`src/rtl/isa_pkg.sv`:
```
// Shared ISA definitions: opcode type and constants, legality check, default
// instruction width and fetch FSM states. Used by fetch and the control decoder.
package isa_pkg;

  localparam int INSTR_W_DEF = 16;

  typedef logic [3:0] opcode_t;

  localparam opcode_t OP_RTYPE = 4'b0000;
  localparam opcode_t OP_LW    = 4'b0001;
  localparam opcode_t OP_SW    = 4'b0010;
  localparam opcode_t OP_BEQ   = 4'b0011;

  typedef enum logic {
    ST_RUN  = 1'b0,
    ST_HALT = 1'b1
  } ifu_state_t;

  // Any opcode outside the four defined ones is reserved.
  function automatic logic is_legal_op(input opcode_t op);
    return (op == OP_RTYPE) || (op == OP_LW) || (op == OP_SW) || (op == OP_BEQ);
  endfunction

endpackage

```
`src/rtl/ifu_queue.sv`:
```
// Two-entry in-order instruction queue. Slot 0 is always the head, so the
// head outputs come straight from registers. Push and pop may coincide;
// flush empties the queue (stored words become don't-care).
module ifu_queue #(
  parameter int ADDR_W  = 8,
  parameter int INSTR_W = 16
) (
  input  logic               clk,
  input  logic               rst_n,
  input  logic               push,
  input  logic               pop,
  input  logic               flush,
  input  logic [INSTR_W-1:0] push_instr,
  input  logic [ADDR_W-1:0]  push_pc,
  output logic [1:0]         count,
  output logic [INSTR_W-1:0] head_instr,
  output logic [ADDR_W-1:0]  head_pc
);

  localparam int DEPTH = 2;

  logic [1:0] count_reg;
  logic [1:0] count_next;
  logic [1:0] wr_idx;

  // After a pop everything shifts down one slot, so the tail lands one lower.
  assign wr_idx = count_reg - {1'b0, pop};

  // Occupancy bookkeeping; flush wins over a simultaneous pop.
  always_comb begin
    count_next = count_reg;
    if (flush) begin
      count_next = '0;
    end else begin
      count_next = count_reg + {1'b0, push} - {1'b0, pop};
    end
  end

  // Occupancy register.
  always_ff @(posedge clk or negedge rst_n) begin
    if (!rst_n) begin
      count_reg <= '0;
    end else begin
      count_reg <= count_next;
    end
  end

  genvar gi;
  generate
    for (gi = 0; gi < DEPTH; gi++) begin : g_slot
      localparam logic [1:0] SLOT = 2'(gi);
      logic [INSTR_W-1:0] instr_reg;
      logic [ADDR_W-1:0]  pc_reg;
      logic [INSTR_W-1:0] shift_instr;
      logic [ADDR_W-1:0]  shift_pc;

      if (gi < DEPTH - 1) begin : g_shift
        assign shift_instr = g_slot[gi+1].instr_reg;
        assign shift_pc    = g_slot[gi+1].pc_reg;
      end else begin : g_last
        assign shift_instr = instr_reg;
        assign shift_pc    = pc_reg;
      end

      // Slot update: a push aimed here wins, otherwise shift down on pop.
      always_ff @(posedge clk or negedge rst_n) begin
        if (!rst_n) begin
          instr_reg <= '0;
          pc_reg    <= '0;
        end else if (push && (wr_idx == SLOT)) begin
          instr_reg <= push_instr;
          pc_reg    <= push_pc;
        end else if (pop) begin
          instr_reg <= shift_instr;
          pc_reg    <= shift_pc;
        end
      end
    end
  endgenerate

  assign count      = count_reg;
  assign head_instr = g_slot[0].instr_reg;
  assign head_pc    = g_slot[0].pc_reg;

endmodule

```
`src/rtl/instr_fetch_unit.sv`:
```
// Instruction fetch/issue stage: PC, request/kill tracking for a 1-cycle
// instruction memory, 2-entry queue toward decode, and a RUN/HALT FSM.
// Optional feature macro: IFU_ILLEGAL_TRAP_EN (halt and flag on a reserved
// opcode entering the queue; a redirect clears it and resumes fetch).
module instr_fetch_unit
  import isa_pkg::*;
#(
  parameter int                ADDR_W   = 8,
  parameter int                INSTR_W  = INSTR_W_DEF,
  parameter logic [ADDR_W-1:0] RESET_PC = '0
) (
  input  logic               clk,
  input  logic               rst_n,
  output logic               imem_req,
  output logic [ADDR_W-1:0]  imem_addr,
  input  logic [INSTR_W-1:0] imem_rdata,
  input  logic               redirect_valid,
  input  logic [ADDR_W-1:0]  redirect_pc,
  output logic               ifu_valid,
  input  logic               ifu_ready,
  output logic [INSTR_W-1:0] ifu_instr,
  output logic [3:0]         ifu_opcode,
  output logic [ADDR_W-1:0]  ifu_pc,
  output logic               ifu_illegal
);

  logic [ADDR_W-1:0] pc_reg;
  logic [ADDR_W-1:0] out_pc_reg;
  logic              out_reg;
  ifu_state_t        state_reg;
  logic              illegal_reg;

  logic [1:0] count;
  logic [2:0] pending;
  logic       pop;
  logic       push;
  logic       req;

  assign ifu_valid = (count != 2'd0);
  assign pop       = ifu_valid && ifu_ready;
  // The response of the previous request is captured unless a redirect kills it.
  assign push      = out_reg && !redirect_valid;
  // Entries the queue will have to hold once everything in flight lands.
  assign pending   = {1'b0, count} + {2'b0, out_reg} - {2'b0, pop};
  // rst_n gating keeps the request low while reset is held.
  assign req       = rst_n && (state_reg == ST_RUN) && !redirect_valid && (pending < 3'd2);

  assign imem_req   = req;
  assign imem_addr  = pc_reg;
  assign ifu_opcode = ifu_instr[INSTR_W-1 -: 4];
  assign ifu_illegal = illegal_reg;

  // PC and in-flight request tracking; redirect drops the outstanding response.
  always_ff @(posedge clk or negedge rst_n) begin
    if (!rst_n) begin
      pc_reg     <= RESET_PC;
      out_reg    <= 1'b0;
      out_pc_reg <= '0;
    end else if (redirect_valid) begin
      pc_reg  <= redirect_pc;
      out_reg <= 1'b0;
    end else begin
      out_reg <= req;
      if (req) begin
        out_pc_reg <= pc_reg;
        pc_reg     <= pc_reg + 1'b1;
      end
    end
  end

`ifdef IFU_ILLEGAL_TRAP_EN
  // Fetch FSM: a reserved opcode being queued halts fetch; redirect resumes.
  always_ff @(posedge clk or negedge rst_n) begin
    if (!rst_n) begin
      state_reg   <= ST_RUN;
      illegal_reg <= 1'b0;
    end else if (redirect_valid) begin
      state_reg   <= ST_RUN;
      illegal_reg <= 1'b0;
    end else if (push && !is_legal_op(imem_rdata[INSTR_W-1 -: 4])) begin
      state_reg   <= ST_HALT;
      illegal_reg <= 1'b1;
    end
  end
`else
  // Fetch FSM without opcode checking: always running, never flagged.
  always_ff @(posedge clk or negedge rst_n) begin
    if (!rst_n) begin
      state_reg   <= ST_RUN;
      illegal_reg <= 1'b0;
    end else begin
      state_reg   <= ST_RUN;
      illegal_reg <= 1'b0;
    end
  end
`endif

  ifu_queue #(
    .ADDR_W (ADDR_W),
    .INSTR_W(INSTR_W)
  ) u_queue (
    .clk       (clk),
    .rst_n     (rst_n),
    .push      (push),
    .pop       (pop),
    .flush     (redirect_valid),
    .push_instr(imem_rdata),
    .push_pc   (out_pc_reg),
    .count     (count),
    .head_instr(ifu_instr),
    .head_pc   (ifu_pc)
  );

endmodule

```
`config.mk`:
```
export PLATFORM = sky130hd
export DESIGN_NAME = instr_fetch_unit
export DESIGN_NICKNAME = d
export VERILOG_FILES = /design/src/rtl/isa_pkg.sv /design/src/rtl/ifu_queue.sv /design/src/rtl/instr_fetch_unit.sv
export SDC_FILE = /design/constraint.sdc
export NUM_CORES = 1
export LEC_CHECK = 0
export BUFFER_PORTS_ARGS = -buffer_cell sky130_fd_sc_hd__buf_2
export CAP_MARGIN = 30
export CORE_ASPECT_RATIO = 0.9
export CORE_MARGIN = 2
export CORE_UTILIZATION = 45
export CTS_CLUSTER_DIAMETER = 120
export DETAILED_ROUTE_END_ITERATION = 8
export GPL_TIMING_DRIVEN = 0
export HOLD_SLACK_MARGIN = 0.05
export PLACE_DENSITY = 0.68
export SLEW_MARGIN = 20
export SYNTH_ARGS = -nofsm -noshare
export SYNTH_HDL_FRONTEND = slang
export SYNTH_SLANG_ARGS = --single-unit
```
`constraint.sdc`:
```
create_clock -name clk -period 3.6 [get_ports clk]
set_input_delay 0.36 -clock clk [delete_from_list [all_inputs] [get_ports clk]]
set_output_delay 0.36 -clock clk [all_outputs]
set_load 0.01 [all_outputs]
```
==> metrics.yaml, run 1 <==
status: "finished clean"
die_y_um: 81.50
netSwitchingPower_mw: 1.079
drt-pass1-iter-count: 4
via_count: 2231
internal-power_mw: 2.016
hold_viol_final: 0
critPathMaxFanout: 11
clkTransAtPathRegs_ps: 70
yosysTopAreaCell: "dfrtp_1"
grt_start_max_net_pins: 55
path_class: "flop to output pin"
finalSetupViolCount: 0
ant_nets: 0
cap_violations: 0
synth_top_area_share_pct: 55.83
min_path_cells: 3
drc: 0
rsz0062_at_grt: "no"
grt_pass1_wl_mm: 10.76
crit-reg2reg-launch: "u_queue.count[1]"
grt_pass1_vias: 2162
dieArea_um2: 7343
async_reset_ff_share_pct: 100.0
end_kind: "output pin"
power_density_nw_per_um2: 819.9
grt_usage_pct: 18.71
start_kind: "flop"
pwr-share-clk_pct: 22.4
pwr-share-seq_pct: 39.4
report.final.slew_viol_count: 0
r2r_slack_ps: 630
cts_max_path_buffers: 2
place.gp.congestion: 0.7414
ys_seq_area_share_pct: 55.83
synth_edf_count: 0
skew_ps: 6.276
syn_avg_cell_area_um2: 11.37
synth.area.top_cells: "dfrtp_1, mux2_2, mux2i_1"
ys.flop_type: "dfrtp_1"
port_buffers: 65
area_growth_pct: 25.71
ios: 67
fin_crit_ps: 3409
layout.nets: 376
p_sw_share_pct: 34.88
numCtsBuffers: 9
cts.sinks: 67
cp.arrival_ps: 3050
synth_area_um2: 3003
drive_gt1_share_pct: 38.79
power.total_mw: 3.095
hp-start: "redirect_pc[0]"
ir_worst_vdd_uv: 266.3
max_freq_ghz: 0.2934
r2r_end: "imem_addr[1]"
insertion_delay_ps: 330
final_cells: 438
initial_core_util_pct: 46.08
p_leak_nw: 1.987
vias_per_cell: 5.094
cts_tree: "done"
cts_root_buf: "clkbuf_8"
grt_antenna_before_repair: 0
overflow: 0
die_w_um: 90.11
placedCellCount: 420
wl_per_cell_um: 14.61
yosysWarnings: 0
syn_nets: 297
worstRegToRegCells: 14
cts-htree-levels: 3
whs_endpoint: "imem_addr[0]"
hold_class: "input pin to flop"
dpl.hpwl_mm: 4.434
synth.distinct_cells: 33
core_um2: 6516
wirelength_mm: 6.400
power_frac_comb_pct: 38.2
syn_inst: 264
cp.required_ps: 3240
num_antenna_cells: 0
num_rows: 28
drtIter0Drc: 71
synth-seq-cells: 67
final.period_utilization_pct: 94.69
worst max path at each step:
| stage | from | endpoint | slack, ps |
|---|---|---|---|
| floorplan | u_queue.count[1] | imem_req | 340 |
| finish | u_queue.count[1] | imem_req | 190 |
| global route | u_queue.count[1] | imem_req | 30 |
| detailed placement | u_queue.count[1] | imem_req | -80 |
| global placement | u_queue.count[1] | imem_req | -140 |
| CTS | u_queue.count[1] | imem_req | 0.8 |
per-stage QoR:
step | TNS [ps] | hold WS (ps) | util, % | setup slack (ps) | instance area [µm²]
CTS | 0 | 221.0 | 57.58 | 0.7672 | 3752
floorplan | 0 | 64.41 | - | 341.8 | 3003
finish | 0 | 239.1 | 57.93 | 191.3 | 3775
global route | 0 | 237.3 | 57.93 | 27.44 | 3775
global placement | -138.7 | 486.7 | 52.80 | -138.7 | 3441
detailed placement | -83.10 | 245.0 | 53.26 | -83.10 | 3471
layout make-up:
type / instances / area, µm²
fillers: 578 / 2741
multi-input cells: 170 / 1210
clock buffers: 10 / 137.6
plain buffers: 17 / 122.6
well taps: 90 / 112.6
flip-flops and latches: 67 / 1678
inverters: 9 / 38.79
repair buffers: 69 / 386.6
clock inverters: 6 / 88.84
cells in the final DEF, fill, tap and decap left out, drive strengths merged, types with 3 or more instances in the layout:
cell type and n:
o21ai 25, nand3 3, buf 82, inv 9, clkbuf 13, nand2 60
dfrtp 67, nor2 3, mux2 24, mux2i 24, ha 4, o311ai 10
what timing repair did:
item                                    CTS  global route
hold buffers                              1             0
endpoints found under the hold margin    14             0
cloned                                    0             0
gates resized for setup                  10             4
buffers inserted                          2             0
endpoints found under the setup margin    1             1
pin swaps                                 1             0
per-layer routing:
metal | vias up | global-route usage, % | share of wire, % | wire length (µm)
li1 | 1057 | - | - | -
met1 | 1115 | 25.63 | 48 | 3096
met2 | 54 | 29.70 | 46 | 2973
met3 | 5 | 3.761 | 4.2 | 270
met4 | 0 | 7.846 | 0.94 | 60
met5 | - | 0 | 0 | 0
power by group through the flow:
stage / clock, mW / sequential (mW) / combinational (mW)
floorplan: 0 / 1.25 / 0.709
finish: 0.693 / 1.22 / 1.18
detailed placement: 0 / 1.24 / 1.10
global placement: 0 / 1.22 / 1.07
CTS: 0.710 / 1.22 / 1.17
global route: 0.741 / 1.26 / 1.32
synthesized netlist by cell type, drive strengths merged (2+ instances only):
library cell   n
o21ai         25
clkbuf         3
nor2           3
dfrtp         67
nor3b          2
inv            9
mux2          24
nand3          3
buf           15
mux2i         24
xnor2          2
ha             4
o311ai        10
nand2         60
nor2b          2
critical path, cell delays in order, from the launching register on:
cell	delay (ps)
dfrtp_2	400
or2_2	330
nand2_4	80
buf_12	140
inv_1	70
ha_4	220
inv_2	70
nand2_1	70
fa_2	530
nand2_2	100
or3_4	350
buf_6	150
inv_6	90
buf_6	110
cells by family (layout without fill, tap and decap cells):
| kind of cell | after synthesis | in the layout | share of synthesized area (%) |
|---|---|---|---|
| compound gates | 38 | 38 | 7.833 |
| flops | 67 | 67 | 55.83 |
| mux | 48 | 48 | 17.00 |
| other cells | 1 | 1 | 0.1249 |
| fa+ha+maj | 5 | 5 | 2.333 |
| xor+xnor | 3 | 3 | 0.8752 |
| simple gates | 75 | 75 | 10.96 |
| buf+inv | 27 | 111 | 5.041 |
Power figures use the tool's default switching activity.
==> inputs of run 2 (changes only) <==
--- a/config.mk
+++ b/config.mk
@@ -6,15 +6,17 @@
 export NUM_CORES = 1
 export LEC_CHECK = 0
 export BUFFER_PORTS_ARGS = -buffer_cell sky130_fd_sc_hd__buf_2
-export CAP_MARGIN = 30
+export CAP_MARGIN = 15
+export CELL_PAD_IN_SITES_DETAIL_PLACEMENT = 0
+export CELL_PAD_IN_SITES_GLOBAL_PLACEMENT = 1
 export CORE_ASPECT_RATIO = 0.9
 export CORE_MARGIN = 2
-export CORE_UTILIZATION = 45
+export CORE_UTILIZATION = 42
 export CTS_CLUSTER_DIAMETER = 120
 export DETAILED_ROUTE_END_ITERATION = 8
 export GPL_TIMING_DRIVEN = 0
 export HOLD_SLACK_MARGIN = 0.05
-export PLACE_DENSITY = 0.68
+export PLACE_DENSITY_LB_ADDON = 0.1
 export SLEW_MARGIN = 20
 export SYNTH_ARGS = -nofsm -noshare
 export SYNTH_HDL_FRONTEND = slang
==> constraint.sdc (replaced) <==
create_clock -name clk -period 3.3 [get_ports clk]
set_input_delay 0.33 -clock clk [delete_from_list [all_inputs] [get_ports clk]]
set_output_delay 0.33 -clock clk [all_outputs]
set_load 0.01 [all_outputs]
==> run 2 against run 1 <==
Compared with the run above:
- cell count is 1.6% higher
- sequential cell count stayed put
- combinational power is 14% higher
- die area is 6.8% higher
- cell area is 0.36% lower
- hold slack worse by 37 ps
- total power is 7.6% higher
- non-clock buffer count is 4 higher
- routed wire length is 0.16% higher
==> metrics.yaml, run 2 (synthesis gave the netlist of run 1 again) <==
insertion_delay_ps: 340  # about the same
cts.sinks: 67  # unchanged
fin_crit_ps: 3157
netSwitchingPower_mw: 1.176  # +9.0%
cap_violations: 0  # unchanged
max_freq_ghz: 0.3168
worstMarginPinSlew_ps: 494.2
cts-htree-levels: 3  # unchanged
cts_tree: "done"
timing.final.ws_setup_ps: 143.4  # -47.82 ps
power_density_nw_per_um2: 885.3  # +8.0%
r2r_slack_ps: 410  # -220 ps
area_growth_pct: 25.25
dieArea_um2: 7843  # +6.8%
port_buffers: 65  # unchanged
skew_ps: 5.668  # -0.6075 ps
grt_pass1_wl_mm: 10.75  # about the same
path_class: "flop to output pin"
grt_start_max_net_pins: 43  # -22%
end_kind: "output pin"
slew_headroom_pct: 66.91
cts_max_path_buffers: 2  # unchanged
fillers: 665  # +15%
via_count: 2251  # +0.90%
grt_antenna_before_repair: 0  # unchanged
crit-reg2reg-launch: "u_queue.count[1]"
wl_per_cell_um: 14.40  # -1.4%
num_rows: 29  # +3.6%
internal-power_mw: 2.153  # +6.8%
clkTransAtPathRegs_ps: 70  # about the same
mostFrequentLayoutCells: "buf_2, dfrtp_1, nand2_1, o21ai_0"
drtIter0Drc: 105  # +48%
die_w_um: 93.13  # +3.4%
wirelength_mm: 6.410  # +0.16%
pwr-share-clk_pct: 20.0  # -2.4 points
core_um2: 7003  # +7.5%
ir_worst_vdd_uv: 371.8  # +40%
ant_nets: 0  # unchanged
critPathMaxFanout: 11  # unchanged
drive_gt1_share_pct: 38.64  # -0.16 points
vias_per_cell: 5.058  # -0.69%
finalSetupViolCount: 0  # unchanged
grt_usage_pct: 17.85  # -0.86 points
drc: 0  # unchanged
numCtsBuffers: 9  # unchanged
place_ws_ps: -356.2  # -273.1 ps
p_leak_nw: 1.993  # +0.30%
die_y_um: 84.22  # +3.3%
cts_root_buf: "clkbuf_8"
start_kind: "flop"
cp.required_ps: 2970  # -270 ps
pwr-share-seq_pct: 39.9  # +0.5 points
drt-pass1-iter-count: 4  # unchanged
report.final.slew_viol_count: 0  # unchanged
final_cells: 445  # +1.6%
hold_class: "input pin to flop"
fin_util_pct: 53.71  # -4.2 points
overflow: 0  # unchanged
power.total_mw: 3.330  # +7.6%
grt_pass1_vias: 2178  # +0.74%
seq_area_um2: 1677  # about the same
whs_ps: 202.3  # -36.72 ps
status: "finished clean"
power_frac_comb_pct: 40.1  # +1.9 points
cp.arrival_ps: 2830  # -220 ps
crit_start: "u_queue.count[1]"
hp-start: "imem_rdata[1]"
dpl.hpwl_mm: 4.440  # +0.12%
final.period_utilization_pct: 95.65
rsz0062_at_grt: "no"
final_common_cell: "buf_2"
initial_core_util_pct: 42.88  # -3.2 points
ios: 67  # unchanged
place.gp.congestion: 0.7507  # +1.3%
layout.nets: 380  # +1.1%
num_antenna_cells: 0  # unchanged
p_sw_share_pct: 35.33  # +0.45 points
placedCellCount: 423  # +0.71%
multiInputGateArea_um2: 1207  # -0.21%
hold_viol_final: 0  # unchanged
## run 2: layout make-up
type	instances	share of cell area [%]
Clock buffer	11	3.759
Buffer	17	3.260
Tap cell	93	3.094
Timing Repair Buffer	73	10.71
Sequential cell	67	44.58
Clock inverter	5	1.397
Multi-Input combinational cell	170	32.10
Inverter	9	1.098
## run 2: worst paths after layout
path	depth (start not counted)	endpoint
worst max-delay path	13	imem_req
worst min-delay path	3	u_queue.head_instr[1]
worst max register to register	15	imem_addr[1]
worst min register to register	2	out_pc_reg[1]
max in group asynchronous	3	u_queue.g_slot[0].shift_pc[7]
min in group asynchronous	2	u_queue.count[1]
## run 2: power groups by stage
| stage | clock network (mW) | logic [mW] | registers [mW] |
|---|---|---|---|
| after detailed placement | 0 | 1.20 | 1.35 |
| final | 0.666 | 1.34 | 1.33 |
| after global routing | 0.723 | 1.49 | 1.37 |
| after CTS | 0.689 | 1.35 | 1.33 |
| after global placement | 0 | 1.18 | 1.34 |
| after floorplan | 0 | 0.773 | 1.37 |
## run 2: stage by stage
step	setup TNS (ps)	area, µm²
global placement	-3604	3445
detailed placement	-1876	3467
finish	0	3761
CTS	0	3761
floorplan	0	3003
global route	0	3761
## run 2: routing by layer
layer / GRT usage (%) / share of wire, % / vias to the layer above
met5: 0 / 0 / -
met4: 5.214 / 1.1 / 0
met3: 6.014 / 5.7 / 7
met2: 27.21 / 47 / 57
met1: 24.51 / 46 / 1115
li1: - / - / 1072
## run 2: what timing repair did
| action | in CTS | in global routing |
|---|---|---|
| buffers inserted | 6 | 0 |
| hold buffers | 1 | 0 |
| setup endpoints to repair | 18 | 1 |
| gates resized for setup | 13 | 0 |
| pin swaps | 3 | 1 |
| endpoints found under the hold margin | 25 | 0 |
## run 2: critical path, stage by stage (launching register included)
cell and delay, ps:
dfrtp_1 380, or2_4 270, nand2_4 80, buf_12 90
inv_1 50, ha_4 220, inv_2 60, nand2_1 60
fa_2 530, nand2_2 60, or3_1 330, buf_6 140
inv_8 80, buf_2 130
